`config.mk`:
```
export PLATFORM = sky130hd
export DESIGN_NAME = text_cmd_sequencer
export DESIGN_NICKNAME = d
export VERILOG_FILES = /design/src/rtl/text_cmd_sequencer.sv
export SDC_FILE = /design/constraint.sdc
export NUM_CORES = 1
export LEC_CHECK = 0
export CORE_MARGIN = 2
export CORE_UTILIZATION = 55
export DETAILED_ROUTE_END_ITERATION = 7
export PLACE_DENSITY = 0.95
export SLEW_MARGIN = 25
export SYNTH_ARGS = -nofsm -noshare
export SYNTH_HDL_FRONTEND = slang
export SYNTH_SLANG_ARGS = --single-unit
```
`constraint.sdc`:
```
create_clock -name i_cmd_clk -period 6.45 [get_ports i_cmd_clk]
set_clock_uncertainty 0.15 [all_clocks]
set_input_delay 0.645 -clock i_cmd_clk [delete_from_list [all_inputs] [get_ports i_cmd_clk]]
set_output_delay 0.645 -clock i_cmd_clk [all_outputs]
set_load 0.03 [all_outputs]
```
`src/rtl/text_cmd_sequencer.sv`:
```
// Command front end for the 8x8 text area: decodes 32-bit commands, forwards config
// strobes, owns the text cursor and sequences all port-A cell-RAM traffic.
module text_cmd_sequencer #(
   parameter int unsigned NUM_COLS   = 84,
   parameter int unsigned NUM_ROWS   = 64,
   parameter int unsigned FILL_CNT_W = 12
) (
   input  logic        i_cmd_clk,
   input  logic        i_rst_n,
   input  logic        i_cmd_valid,
   input  logic [31:0] i_cmd_data,
   output logic        o_cmd_ready,
   output logic        o_cfg_valid,
   output logic [31:0] o_cfg_data,
   output logic [12:0] o_ram_addr,
   output logic        o_ram_we,
   output logic [15:0] o_ram_wdata,
   input  logic [15:0] i_ram_rdata,
   output logic        o_rd_valid,
   output logic [15:0] o_rd_data,
   output logic [5:0]  o_cursor_row,
   output logic [6:0]  o_cursor_col
);

   localparam int unsigned COL_W = 7;
   localparam int unsigned ROW_W = 6;

   localparam logic [2:0] S_IDLE = 3'd0;
   localparam logic [2:0] S_CFG  = 3'd1;
   localparam logic [2:0] S_WRF  = 3'd2;
   localparam logic [2:0] S_RD   = 3'd3;
   localparam logic [2:0] S_MOD  = 3'd4;
   localparam logic [2:0] S_FILL = 3'd5;
   localparam logic [2:0] S_RBK  = 3'd6;

   logic [2:0]            r_state, w_state_nxt;
   logic                  r_ready, w_ready_nxt;
   logic [3:0]            r_op, w_op_nxt;
   logic [7:0]            r_fld, w_fld_nxt;
   logic [FILL_CNT_W-1:0] r_cnt, w_cnt_nxt;
   logic [ROW_W-1:0]      r_row, w_row_nxt, w_adv_row;
   logic [COL_W-1:0]      r_col, w_col_nxt, w_adv_col, w_set_col;
   logic [12:0]           r_addr, w_addr_nxt;
   logic                  r_we, w_we_nxt;
   logic [15:0]           r_wdata, w_wdata_nxt, w_merge;
   logic                  r_cfg_valid, w_cfg_valid_nxt;
   logic [31:0]           r_cfg_data, w_cfg_data_nxt;
   logic                  r_rd_valid, w_rd_valid_nxt;
   logic [15:0]           r_rd_data, w_rd_data_nxt;

   // Cursor advance: column first, then row, wrapping the whole screen to (0,0)
   always_comb begin
      w_adv_col = r_col + COL_W'(1);
      w_adv_row = r_row;
      if (r_col == COL_W'(NUM_COLS - 1)) begin
         w_adv_col = '0;
         w_adv_row = (r_row == ROW_W'(NUM_ROWS - 1)) ? '0 : r_row + ROW_W'(1);
      end
   end

   assign w_set_col = (i_cmd_data[22:16] >= COL_W'(NUM_COLS)) ? COL_W'(NUM_COLS - 1)
                                                             : i_cmd_data[22:16];

   // Read data only arrives in the MOD cycle, so the merged word bypasses the register
   always_comb begin
      case (r_op)
         4'h9:    w_merge = {r_fld[3:0], i_ram_rdata[11:0]};
         4'hA:    w_merge = {i_ram_rdata[15:12], r_fld[3:0], i_ram_rdata[7:0]};
         default: w_merge = {i_ram_rdata[15:8], r_fld};
      endcase
   end

   always_ff @(posedge i_cmd_clk or negedge i_rst_n) begin
      if (!i_rst_n) begin
         r_state     <= S_IDLE;
         r_ready     <= 1'b1;
         r_op        <= '0;
         r_fld       <= '0;
         r_cnt       <= '0;
         r_row       <= '0;
         r_col       <= '0;
         r_addr      <= '0;
         r_we        <= 1'b0;
         r_wdata     <= '0;
         r_cfg_valid <= 1'b0;
         r_cfg_data  <= '0;
         r_rd_valid  <= 1'b0;
         r_rd_data   <= '0;
      end else begin
         r_state     <= w_state_nxt;
         r_ready     <= w_ready_nxt;
         r_op        <= w_op_nxt;
         r_fld       <= w_fld_nxt;
         r_cnt       <= w_cnt_nxt;
         r_row       <= w_row_nxt;
         r_col       <= w_col_nxt;
         r_addr      <= w_addr_nxt;
         r_we        <= w_we_nxt;
         r_wdata     <= w_wdata_nxt;
         r_cfg_valid <= w_cfg_valid_nxt;
         r_cfg_data  <= w_cfg_data_nxt;
         r_rd_valid  <= w_rd_valid_nxt;
         r_rd_data   <= w_rd_data_nxt;
      end
   end

   always_comb begin
      w_state_nxt     = r_state;
      w_op_nxt        = r_op;
      w_fld_nxt       = r_fld;
      w_cnt_nxt       = r_cnt;
      w_row_nxt       = r_row;
      w_col_nxt       = r_col;
      w_addr_nxt      = r_addr;
      w_we_nxt        = 1'b0;
      w_wdata_nxt     = r_wdata;
      w_cfg_valid_nxt = 1'b0;
      w_cfg_data_nxt  = r_cfg_data;
      w_rd_valid_nxt  = 1'b0;
      w_rd_data_nxt   = r_rd_data;
      case (r_state)
         S_IDLE: begin
            if (i_cmd_valid) begin
               w_op_nxt  = i_cmd_data[31:28];
               w_fld_nxt = i_cmd_data[7:0];
               case (i_cmd_data[31:28])
                  4'h1, 4'h2, 4'h3, 4'h4, 4'h5, 4'h6: begin
                     w_state_nxt     = S_CFG;
                     w_cfg_valid_nxt = 1'b1;
                     w_cfg_data_nxt  = i_cmd_data;
                  end
                  4'h7: begin
                     w_row_nxt = i_cmd_data[5:0];
                     w_col_nxt = w_set_col;
                  end
                  4'h8: begin
                     w_state_nxt = S_WRF;
                     w_we_nxt    = 1'b1;
                     w_addr_nxt  = {r_col, r_row};
                     w_wdata_nxt = i_cmd_data[15:0];
                  end
                  4'h9, 4'hA, 4'hB, 4'hD: begin
                     w_state_nxt = S_RD;
                     w_addr_nxt  = {r_col, r_row};
                  end
                  4'hC: begin
                     if (i_cmd_data[16 +: FILL_CNT_W] != '0) begin
                        w_state_nxt = S_FILL;
                        w_we_nxt    = 1'b1;
                        w_addr_nxt  = {r_col, r_row};
                        w_wdata_nxt = i_cmd_data[15:0];
                        w_cnt_nxt   = i_cmd_data[16 +: FILL_CNT_W] - FILL_CNT_W'(1);
                     end
                  end
                  default: ;
               endcase
            end
         end
         S_CFG: w_state_nxt = S_IDLE;
         S_WRF: begin
            w_state_nxt = S_IDLE;
            w_row_nxt   = w_adv_row;
            w_col_nxt   = w_adv_col;
         end
         S_RD: begin
            if (r_op == 4'hD) begin
               w_state_nxt    = S_RBK;
               w_rd_valid_nxt = 1'b1;
            end else begin
               w_state_nxt = S_MOD;
               w_we_nxt    = 1'b1;
            end
         end
         S_MOD: begin
            w_state_nxt = S_IDLE;
            w_wdata_nxt = w_merge;
            w_row_nxt   = w_adv_row;
            w_col_nxt   = w_adv_col;
         end
         S_FILL: begin
            w_row_nxt = w_adv_row;
            w_col_nxt = w_adv_col;
            if (r_cnt == '0) begin
               w_state_nxt = S_IDLE;
            end else begin
               w_we_nxt   = 1'b1;
               w_addr_nxt = {w_adv_col, w_adv_row};
               w_cnt_nxt  = r_cnt - FILL_CNT_W'(1);
            end
         end
         S_RBK: begin
            w_state_nxt   = S_IDLE;
            w_rd_data_nxt = i_ram_rdata;
         end
         default: w_state_nxt = S_IDLE;
      endcase
   end

   assign w_ready_nxt = (w_state_nxt == S_IDLE);

   assign o_cmd_ready  = r_ready;
   assign o_cfg_valid  = r_cfg_valid;
   assign o_cfg_data   = r_cfg_data;
   assign o_ram_addr   = r_addr;
   assign o_ram_we     = r_we;
   assign o_ram_wdata  = (r_state == S_MOD) ? w_merge : r_wdata;
   assign o_rd_valid   = r_rd_valid;
   assign o_rd_data    = (r_state == S_RBK) ? i_ram_rdata : r_rd_data;
   assign o_cursor_row = r_row;
   assign o_cursor_col = r_col;

endmodule

```
# Word level (Yosys, flattened, before mapping)

Index checks and enable logic that the tools add are counted.

Flip-flop bits (word level): 121
Output and inout port bits: 94

$lt $le $gt $ge: 1
Add/subtract/negate cells: 4
Reduce and logical (&&, ||, !) cells: 17
Muxes and demuxes: 44
Equality and inequality tests: 31

Operators by type and width:

| kind                  | count |
|---|---|
| $pmux 16 s2           | 3 |
| $mux 16               | 4 |
| $pmux 13 s2           | 2 |
| $mux 12               | 4 |
| $mux 13               | 3 |
| $eq 4x4->1 const B    | 9 |
| $mux 7                | 4 |
| $mux 6                | 4 |
| $pmux 12 s2           | 1 |
| $sub 12x1->12 const B | 2 |
| $eq 4x3->1 const B    | 4 |
| $pmux 7 s2            | 1 |
| $logic_not 12->1      | 1 |
| $pmux 3 s4            | 1 |
| $pmux 6 s2            | 1 |
| $reduce_bool 12->1    | 1 |
| $reduce_and 5->1      | 2 |
| $eq 3x3->1 const B    | 3 |
| $mux 1                | 9 |
| $mux 3                | 3 |
| $pmux 3 s3            | 1 |
| $eq 4x2->1 const B    | 2 |
| $add 7x1->7 const B   | 1 |
| $eq 7x7->1 const B    | 1 |
| other kinds (22)      | 30 |

# Longest topological paths before layout

Gate-level depths: netlist (run 1).

Depth after elaboration: 6
Mapped depth: 11
Mapped depth without buffers: 8

# Worst setup path before layout (run 1)

Ideal clock, no wire load.

Path type: register to register
From: register r_state[1]
To: register r_cnt[4]
Buffers on the path: 3
Data required time: 6.179 ns
Stages on the path, launching flop included: 12
Arrival time: 2.424 ns
Period minus slack after synthesis: 2.695 ns
Setup time: 0.121 ns
Setup slack: 3.755 ns
Cells stage by stage: dfrtp_1 -> buf_2 -> and3b_1 -> clkbuf_1 -> clkbuf_1 -> mux2i_1 -> ha_1 -> inv_1 -> or3_1 -> xor2_1 -> o22ai_1 -> a22o_1

Longest elaborated chain between the ends: 3

Ends and longest elaborated chain:

| item                                                      | line | source |
|---|---|---|
| start: declaration                                        | 36   | `logic [2:0] r_state, w_state_nxt;` |
| start signal: assignment                                  | 90   | `r_state <= w_state_nxt;` |
| $eq 3x3->1 / $logic_not 3->1 (equally long branches)      | 121  | `case (r_state)` |
| $ne 2x2->1 (no source line), or another cell as far along | -    |  |
| $reduce_and 5->1 (no source line)                         | -    |  |
| end signal: assignment                                    | 94   | `r_cnt <= w_cnt_nxt;` |
| end: declaration                                          | 40   | `logic [FILL_CNT_W-1:0] r_cnt, w_cnt_nxt;` |

Parallel ways exist; a longest one is shown, timed or not.
A chain may end at the register's enable or synchronous reset.

# Worst setup path after layout (run 1)

From: register r_state[2]
To: output port o_rd_data[15]

Longest elaborated chain between the ends: 2

Ends and longest elaborated chain:

| item             | line | source |
|---|---|---|
| $eq 3x3->1       | 208  | `assign o_rd_data = (r_state == S_RBK) ? i_ram_rdata : r_rd_data;` |
| $mux 16          | -    |  |
| end: declaration | 20   | `output logic [15:0] o_rd_data,` |

No other way between the ends.

==> summary.md, run 1 <==
| Metric | Value |
|---|---|
| Synth area leader | dfrtp_1 |
| Worst-skew pair later-pin latency | 420 ps |
| GRT Resource Usage Total | 29.47% |
| GR Util met2 | 48.80% |
| Post-synthesis xor/xnor area fraction | 1.223% |
| DR WL/cell | 20.14 um |
| Synth Flop Type | dfrtp_1 |
| Pwr dens | 434.7 nW/um^2 |
| Share of cells above drive strength 1 | 14.84% |
| # IOs | 145 |
| Gr ovfl total | 0 |
| Initial core utilization | 56.45% |
| Worst-path maximum fanout | 27 |
| Kind of critical path | flip-flop to output pin |
| Startpoint types | flip-flop |
| Drt first pass iters | 5 |
| Leakage power | 3.656 nW |
| Largest net degree at the start of global routing | 69 |
| Total power | 3.726 mW |
| Initial antenna violation count | 0 |
| Total wire length | 18.49 mm |
| Mux cell area share after synthesis | 14.91% |
| Unrepaired setup endpoints after global routing | no |
| Synth cell count leaders | dfrtp_1, nand2_1, mux2_2 |
| Library cells used by synthesis | 69 |
| Met1 usage in global routing | 36.02% |
| First-pass GRT wire length | 29.72 mm |
| Endpoints failing hold | 0 |
| Routability cong. | 0.9277 |
| Top post-synthesis cells by area | dfrtp_1, mux2_2, nand2_1 |
| DP Wirelength | 12.45 mm |
| Syn Nets | 690 |
| 1st-iter DRT viols | 520 |
| Adder-Cell Fraction of Synth Area | 0.5823% |
| Tmin final | 4150 ps |
| Rows | 39 |
| Setup TNS | 0 ps |
| Residual DRC | 0 |
| Port buffer count | 144 |
| HP Class | primary input to asynchronous set/reset pin |
| Max Slew Vio Count | 0 |
| Max cap viols | 0 |
| NetSw | 1.360 mW |
| Pint | 2.366 mW |
| Antenna diode instance count | 0 |
| Final instance area | 8571 um^2 |
| Worst-Margin Slew | 1087 ps |
| M3 GR Usage | 8.153% |
| Count leader, synth | dfrtp_1 |
| Peak supply drop | 0.2773 mV |
| Die Width | 112.3 um |
| Vias in the first global route | 5920 |
| Status | finished clean |
| Post-synth EDFFs | 0 |
| Total number of vias | 5764 |
| GR peak layer | met2 |
| Die H | 112.3 um |
| Sequential cell area fraction in the yosys report | 46.99% |
| Synth Area in Compound Gates | 14.44% |
| Post-Synth Simple-Gate Area | 17.35% |
| # nets final | 816 |
| Largest family of logic cells by synthesized area | simple AND/OR/NAND/NOR gates |
| Avg Inst Size Synth | 10.14 um^2 |
| Cells after synthesis | 636 |
| Total die area | 12600 um^2 |
| Clk pin slew, worst setup/hold paths | 50 ps |
| Period utilization | 64.34% |
| Comb pwr share | 38.1% |
| Total CTS buffers | 17 |
| Critical Path Sink Type | output pin |
| Switching part of the total | 36.50% |
| Hold Buf Count CTS | 0 |
| TritonCTS clock tree | yes |
| DR vias/cell | 6.279 |
| DP Area | 7890 um^2 |
| Worst Path Arrival | 3360 ps |
| Core ar. | 11420 um^2 |
| Setup Fix Bufs, Post-CTS | 0 |
| Mapped cell area | 6446 um^2 |
| Post-DRT Antenna Nets | 0 |
| Fmax | 0.2410 GHz |
| Top-area cell type share of the netlist area | 46.58% |
| Htree depth | 4 |
| Clock Sink Count | 121 |
| Setup Viol. Count Final | 0 |
| Async SR Flop Fraction | 100.0% |
| Slew margin rel. | 27.56% |
| Worst EP required | 5650 ps |
| Clock share of power | 29.0% |
| Max Root-Sink Buffers | 2 |
| P&R area growth vs syn | 32.96% |
| Root Driver | clkbuf_16 |
| Synth warn | 0 |
| Sequential Power Share | 32.8% |
| Post_cts resized | 0 |
| Yosys reg bits | 121 |
## worst max-delay path: stages, from the launching register on
cell             delay (ps)
dfrtp_1                 930
nand3b_1                820
mux2_2                  550
clkdlybuf4s50_1         620
## routing by layer
layer | share of wire [%] | up-vias | wire (um)
li1 | - | 2553 | -
met1 | 38 | 2797 | 7082
met2 | 49 | 347 | 9057
met3 | 9.1 | 67 | 1680
met4 | 3.6 | 0 | 672
met5 | 0 | - | 0
## final cells by class
cell class / count / area, um^2
clock buffer: 20 / 446.7
clock inverter: 12 / 221.5
fill: 696 / 2848
inverter: 23 / 86.33
multi-input combinational: 450 / 3128
sequential: 121 / 3029
tap: 143 / 178.9
timing repair buffer: 149 / 1480
## flip-flops by register name, indices dropped and copies added, names as in the netlist, 6 cells and up
name / count
o_cursor_row: 6
o_cfg_data: 32
r_wdata: 16
r_rd_data: 16
o_cursor_col: 7
o_ram_addr: 13
r_cnt: 12
r_fld: 8
## power by group through the flow
stage                     clock network [mW]  registers [mW]  logic, mW
after global routing                    1.12            1.25       1.49
after floorplan                            0            1.38      0.657
after detailed placement                   0            1.22       1.40
after CTS                               1.08            1.21       1.42
after global placement                     0            1.20       1.37
final                                   1.08            1.22       1.42
## worst paths after layout
check	from	end	slack, ps	cells past startpoint
min	i_rst_n	o_cursor_row[2]$_DFFE_PN0P_	110	1
min in group i_cmd_clk	r_rd_data[10]$_DFF_PN0_	r_rd_data[10]$_DFF_PN0_	340	1
max in group asynchronous	i_rst_n	o_rd_valid$_DFF_PN0_	4760	2
max reg2reg	r_state[2]$_DFF_PN0_	r_cnt[4]$_DFFE_PN0P_	2680	8
min reg2reg	r_rd_data[10]$_DFF_PN0_	r_rd_data[10]$_DFF_PN0_	340	1
max	r_state[2]$_DFF_PN0_	o_rd_data[15]	2300	3
## logic make-up after synthesis
family,Yosys count
and+or+nand+nor,216
DFF,121
buffers and inverters,65
AOI/OAI and AO/OA,134
adders and majority gates,3
muxes,88
xor gates and xnor gates,9
## cell usage in the layout (no fill, tap or decap), types with 4 or more instances in the layout
cell type and instances:
a211oi_1 4, a21oi_1 15, a311oi_1 8, a31oi_1 4, and2_1 10, and3_1 4
buf_4 5, bufinv_16 6, clkbuf_16 17, clkdlybuf4s50_1 143, dfrtp_1 120, inv_1 23
mux2_2 64, mux2i_1 24, nand2_1 80, nand2b_1 4, nand3_1 29, nand4_1 8
nor2_1 34, nor3_1 12, nor4_1 5, o21a_1 18, o21ai_0 46, o31ai_1 4
or3_1 4, xnor2_1 5, xor2_1 4
## metrics by stage
step	cells	worst slack (ps)	hold WS (ps)	util (%)
2_1_floorplan	636	3755	199.4	-
3_3_place_gp	885	2822	311.7	69.10
3_5_place_dp	885	2667	334.9	69.10
4_1_cts	917	2210	152.8	74.95
5_1_grt	918	2162	176.5	75.06
6_report	918	2300	112.9	75.06
Power figures use the tool's default switching activity.
==> inputs of run 2 (changes only) <==
--- a/config.mk
+++ b/config.mk
@@ -6,9 +6,9 @@
 export NUM_CORES = 1
 export LEC_CHECK = 0
 export CORE_MARGIN = 2
-export CORE_UTILIZATION = 55
+export CORE_UTILIZATION = 51
 export DETAILED_ROUTE_END_ITERATION = 7
-export PLACE_DENSITY = 0.95
+export PLACE_DENSITY = 0.91
 export SLEW_MARGIN = 25
 export SYNTH_ARGS = -nofsm -noshare
 export SYNTH_HDL_FRONTEND = slang
==> constraint.sdc (replaced) <==
create_clock -name i_cmd_clk -period 4.3 [get_ports i_cmd_clk]
set_clock_uncertainty 0.15 [all_clocks]
set_input_delay 0.43 -clock i_cmd_clk [delete_from_list [all_inputs] [get_ports i_cmd_clk]]
set_output_delay 0.43 -clock i_cmd_clk [all_outputs]
set_load 0.03 [all_outputs]
==> summary.md, run 2 (same netlist as run 1, synthesis figures left out) <==
| Metric | Value |
|---|---|
| TritonCTS clock tree | yes |
| Placement Setup Slack | 871.6 ps (-1795 ps) |
| Residual DRC | 0 (unchanged) |
| DR vias/cell | 6.022 (-4.1%) |
| Clk pin slew, worst setup/hold paths | 60 ps (about the same) |
| P&R area growth vs syn | 33.25% |
| Leakage power | 3.655 nW (about the same) |
| Gr ovfl total | 0 (unchanged) |
| R2r setup slk | 1290 ps (-1390 ps) |
| Drt first pass iters | 7 (+2) |
| Delay-heaviest family, CP | simple AND/OR/NAND/NOR gates |
| Worst-skew pair later-pin latency | 420 ps (about the same) |
| Status | finished clean |
| # nets final | 821 (+0.61%) |
| Die Width | 116.4 um (+3.7%) |
| # IOs | 145 (unchanged) |
| Endpoints failing hold | 0 (unchanged) |
| Tmin final | 3409 ps |
| Total number of vias | 5733 (-0.54%) |
| Total die area | 13550 um^2 (+7.6%) |
| First-pass GRT wire length | 29.33 mm (-1.3%) |
| Commonest non-fill, non-tap cell in the layout | clkdlybuf4s50_1 |
| Period utilization | 79.29% |
| Startpoint types | flip-flop |
| Worst Path Arrival | 2830 ps (-530 ps) |
| Setup TNS | 0 ps (unchanged) |
| Max FFs per register | 32 (unchanged) |
| Kind of critical path | flip-flop to output pin |
| Initial antenna violation count | 0 (unchanged) |
| HP Class | flip-flop to flip-flop |
| DP Wirelength | 12.69 mm (+1.9%) |
| Initial core utilization | 51.71% (-4.7 points) |
| Worst EP required | 3720 ps (-1930 ps) |
| Crit path cell chain | nor2_1 > and2_2 > nand3_1 > o21a_1 > clkdlybuf4s50_1 |
| Clock Sink Count | 121 (unchanged) |
| Setup Viol. Count Final | 0 (unchanged) |
| 1st-iter DRT viols | 589 (+13%) |
| Fmax | 0.2933 GHz |
| Worst-path maximum fanout | 33 (+22%) |
| Post_cts resized | 0 (unchanged) |
| Final std cells w/o fill | 952 (+3.7%) |
| Routability cong. | 0.9301 (+0.26%) |
| Peak supply drop | 0.3052 mV (+10%) |
| Vias in the first global route | 5772 (-2.5%) |
| Max Slew Vio Count | 0 (unchanged) |
| Port buffer count | 144 (unchanged) |
| Antenna diode instance count | 0 (unchanged) |
| Post-DRT Antenna Nets | 0 (unchanged) |
| DR WL/cell | 19.14 um (-5.0%) |
| Root Driver | clkbuf_16 |
| Unrepaired setup endpoints after global routing | no |
| Total CTS buffers | 17 (unchanged) |
| Core ar. | 12470 um^2 (+9.2%) |
| Setup ws final | 890.6 ps (-1409 ps) |
| Pwr dens | 631.6 nW/um^2 (+45%) |
| Htree depth | 4 (unchanged) |
| Critical Path Sink Type | output pin |
| Die H | 116.4 um (+3.7%) |
| GRT Resource Usage Total | 28.19% (-1.3 points) |
| Worst path slowest cell | and2_2 |
| Share of cells above drive strength 1 | 15.26% (+0.42 points) |
| Critical Path Max Stage Delay | 630 ps (-300 ps) |
| Max cap viols | 0 (unchanged) |
| Hold WS | 331.1 ps (+218.2 ps) |
| Total wire length | 18.22 mm (-1.5%) |
| Placed Cells | 919 (+3.8%) |
| WP buf/inv | 1 (unchanged) |
| Max Root-Sink Buffers | 2 (unchanged) |
| Rows | 41 (+5.1%) |
| Largest net degree at the start of global routing | 60 (-13%) |
| Slew margin rel. | 29.28% (+1.7 points) |
| Most frequent cells in the layout | clkdlybuf4s50_1, dfrtp_1, nand2_1, mux2_2, o21ai_0 |
| Worst-Margin Slew | 1031 ps (-55.35 ps) |
[run 2: changes by cell type in the layout (fill, tap and decap cells not counted)]
cell,change
inv_6,+1
buf_6,-1
clkbuf_8,+2
bufinv_16,-3
dlygate4sd3_1,+1
buf_4,+5
[run 2: metrics by stage]
step,utilization (%),area [um^2],power [mW]
2_1_floorplan,-,6446,3.057
3_3_place_gp,63.89,7964,3.867
3_5_place_dp,63.89,7964,3.947
4_1_cts,68.89,8588,5.433
5_1_grt,68.90,8589,5.679
6_report,68.90,8589,5.425
[run 2: what timing repair did]
item / in CTS / in global routing
buffers inserted: 0 / 0
hold endpoints to repair: 57 / 0
hold buffers: 1 / 0
[run 2: worst paths after layout]
kind,startpoint,depth (start not counted),endpoint
worst max-delay path,r_state[1]$_DFF_PN0_,5,o_ram_wdata[4]
worst min register to register,r_fld[5]$_DFFE_PN0P_,2,r_fld[5]$_DFFE_PN0P_
worst max register to register,r_state[1]$_DFF_PN0_,5,r_cnt[4]$_DFFE_PN0P_
min in group asynchronous,i_rst_n,2,o_cfg_data[1]$_DFFE_PN0P_
max in group asynchronous,i_rst_n,3,o_cmd_ready$_DFF_PN1_
worst min-delay path,r_fld[5]$_DFFE_PN0P_,2,r_fld[5]$_DFFE_PN0P_
[run 2: layer usage]
layer | part of all wire, % | routed length (um) | GRT usage (%) | vias to the layer above
li1 | - | - | - | 2562
met1 | 40 | 7312 | 36.65 | 2828
met2 | 49 | 8979 | 45.39 | 298
met3 | 7.9 | 1439 | 5.812 | 45
met4 | 2.7 | 489 | 13.49 | 0
met5 | 0 | 0 | 0 | -
[run 2: final cells by class]
type / count / area [um^2]
Fill cell: 887 / 3876
Multi-Input combinational cell: 450 / 3128
Sequential cell: 121 / 3029
Timing Repair Buffer: 154 / 1516
Clock buffer: 22 / 474.2
Tap cell: 172 / 215.2
Clock inverter: 10 / 140.1
Inverter: 23 / 86.33
[run 2: worst register-to-register path, delay by kind of cell, from the launching register on]
family          cells  cell delay (ps)
simple gates        2             1150
flops               1              500
compound gates      3             1110
[run 2: power breakdown]
part / internal (mW) / switching (mW)
Combinational: 0.944 / 1.18
Sequential: 1.51 / 0.324
Clock: 0.957 / 0.512
Total: 3.41 / 2.02
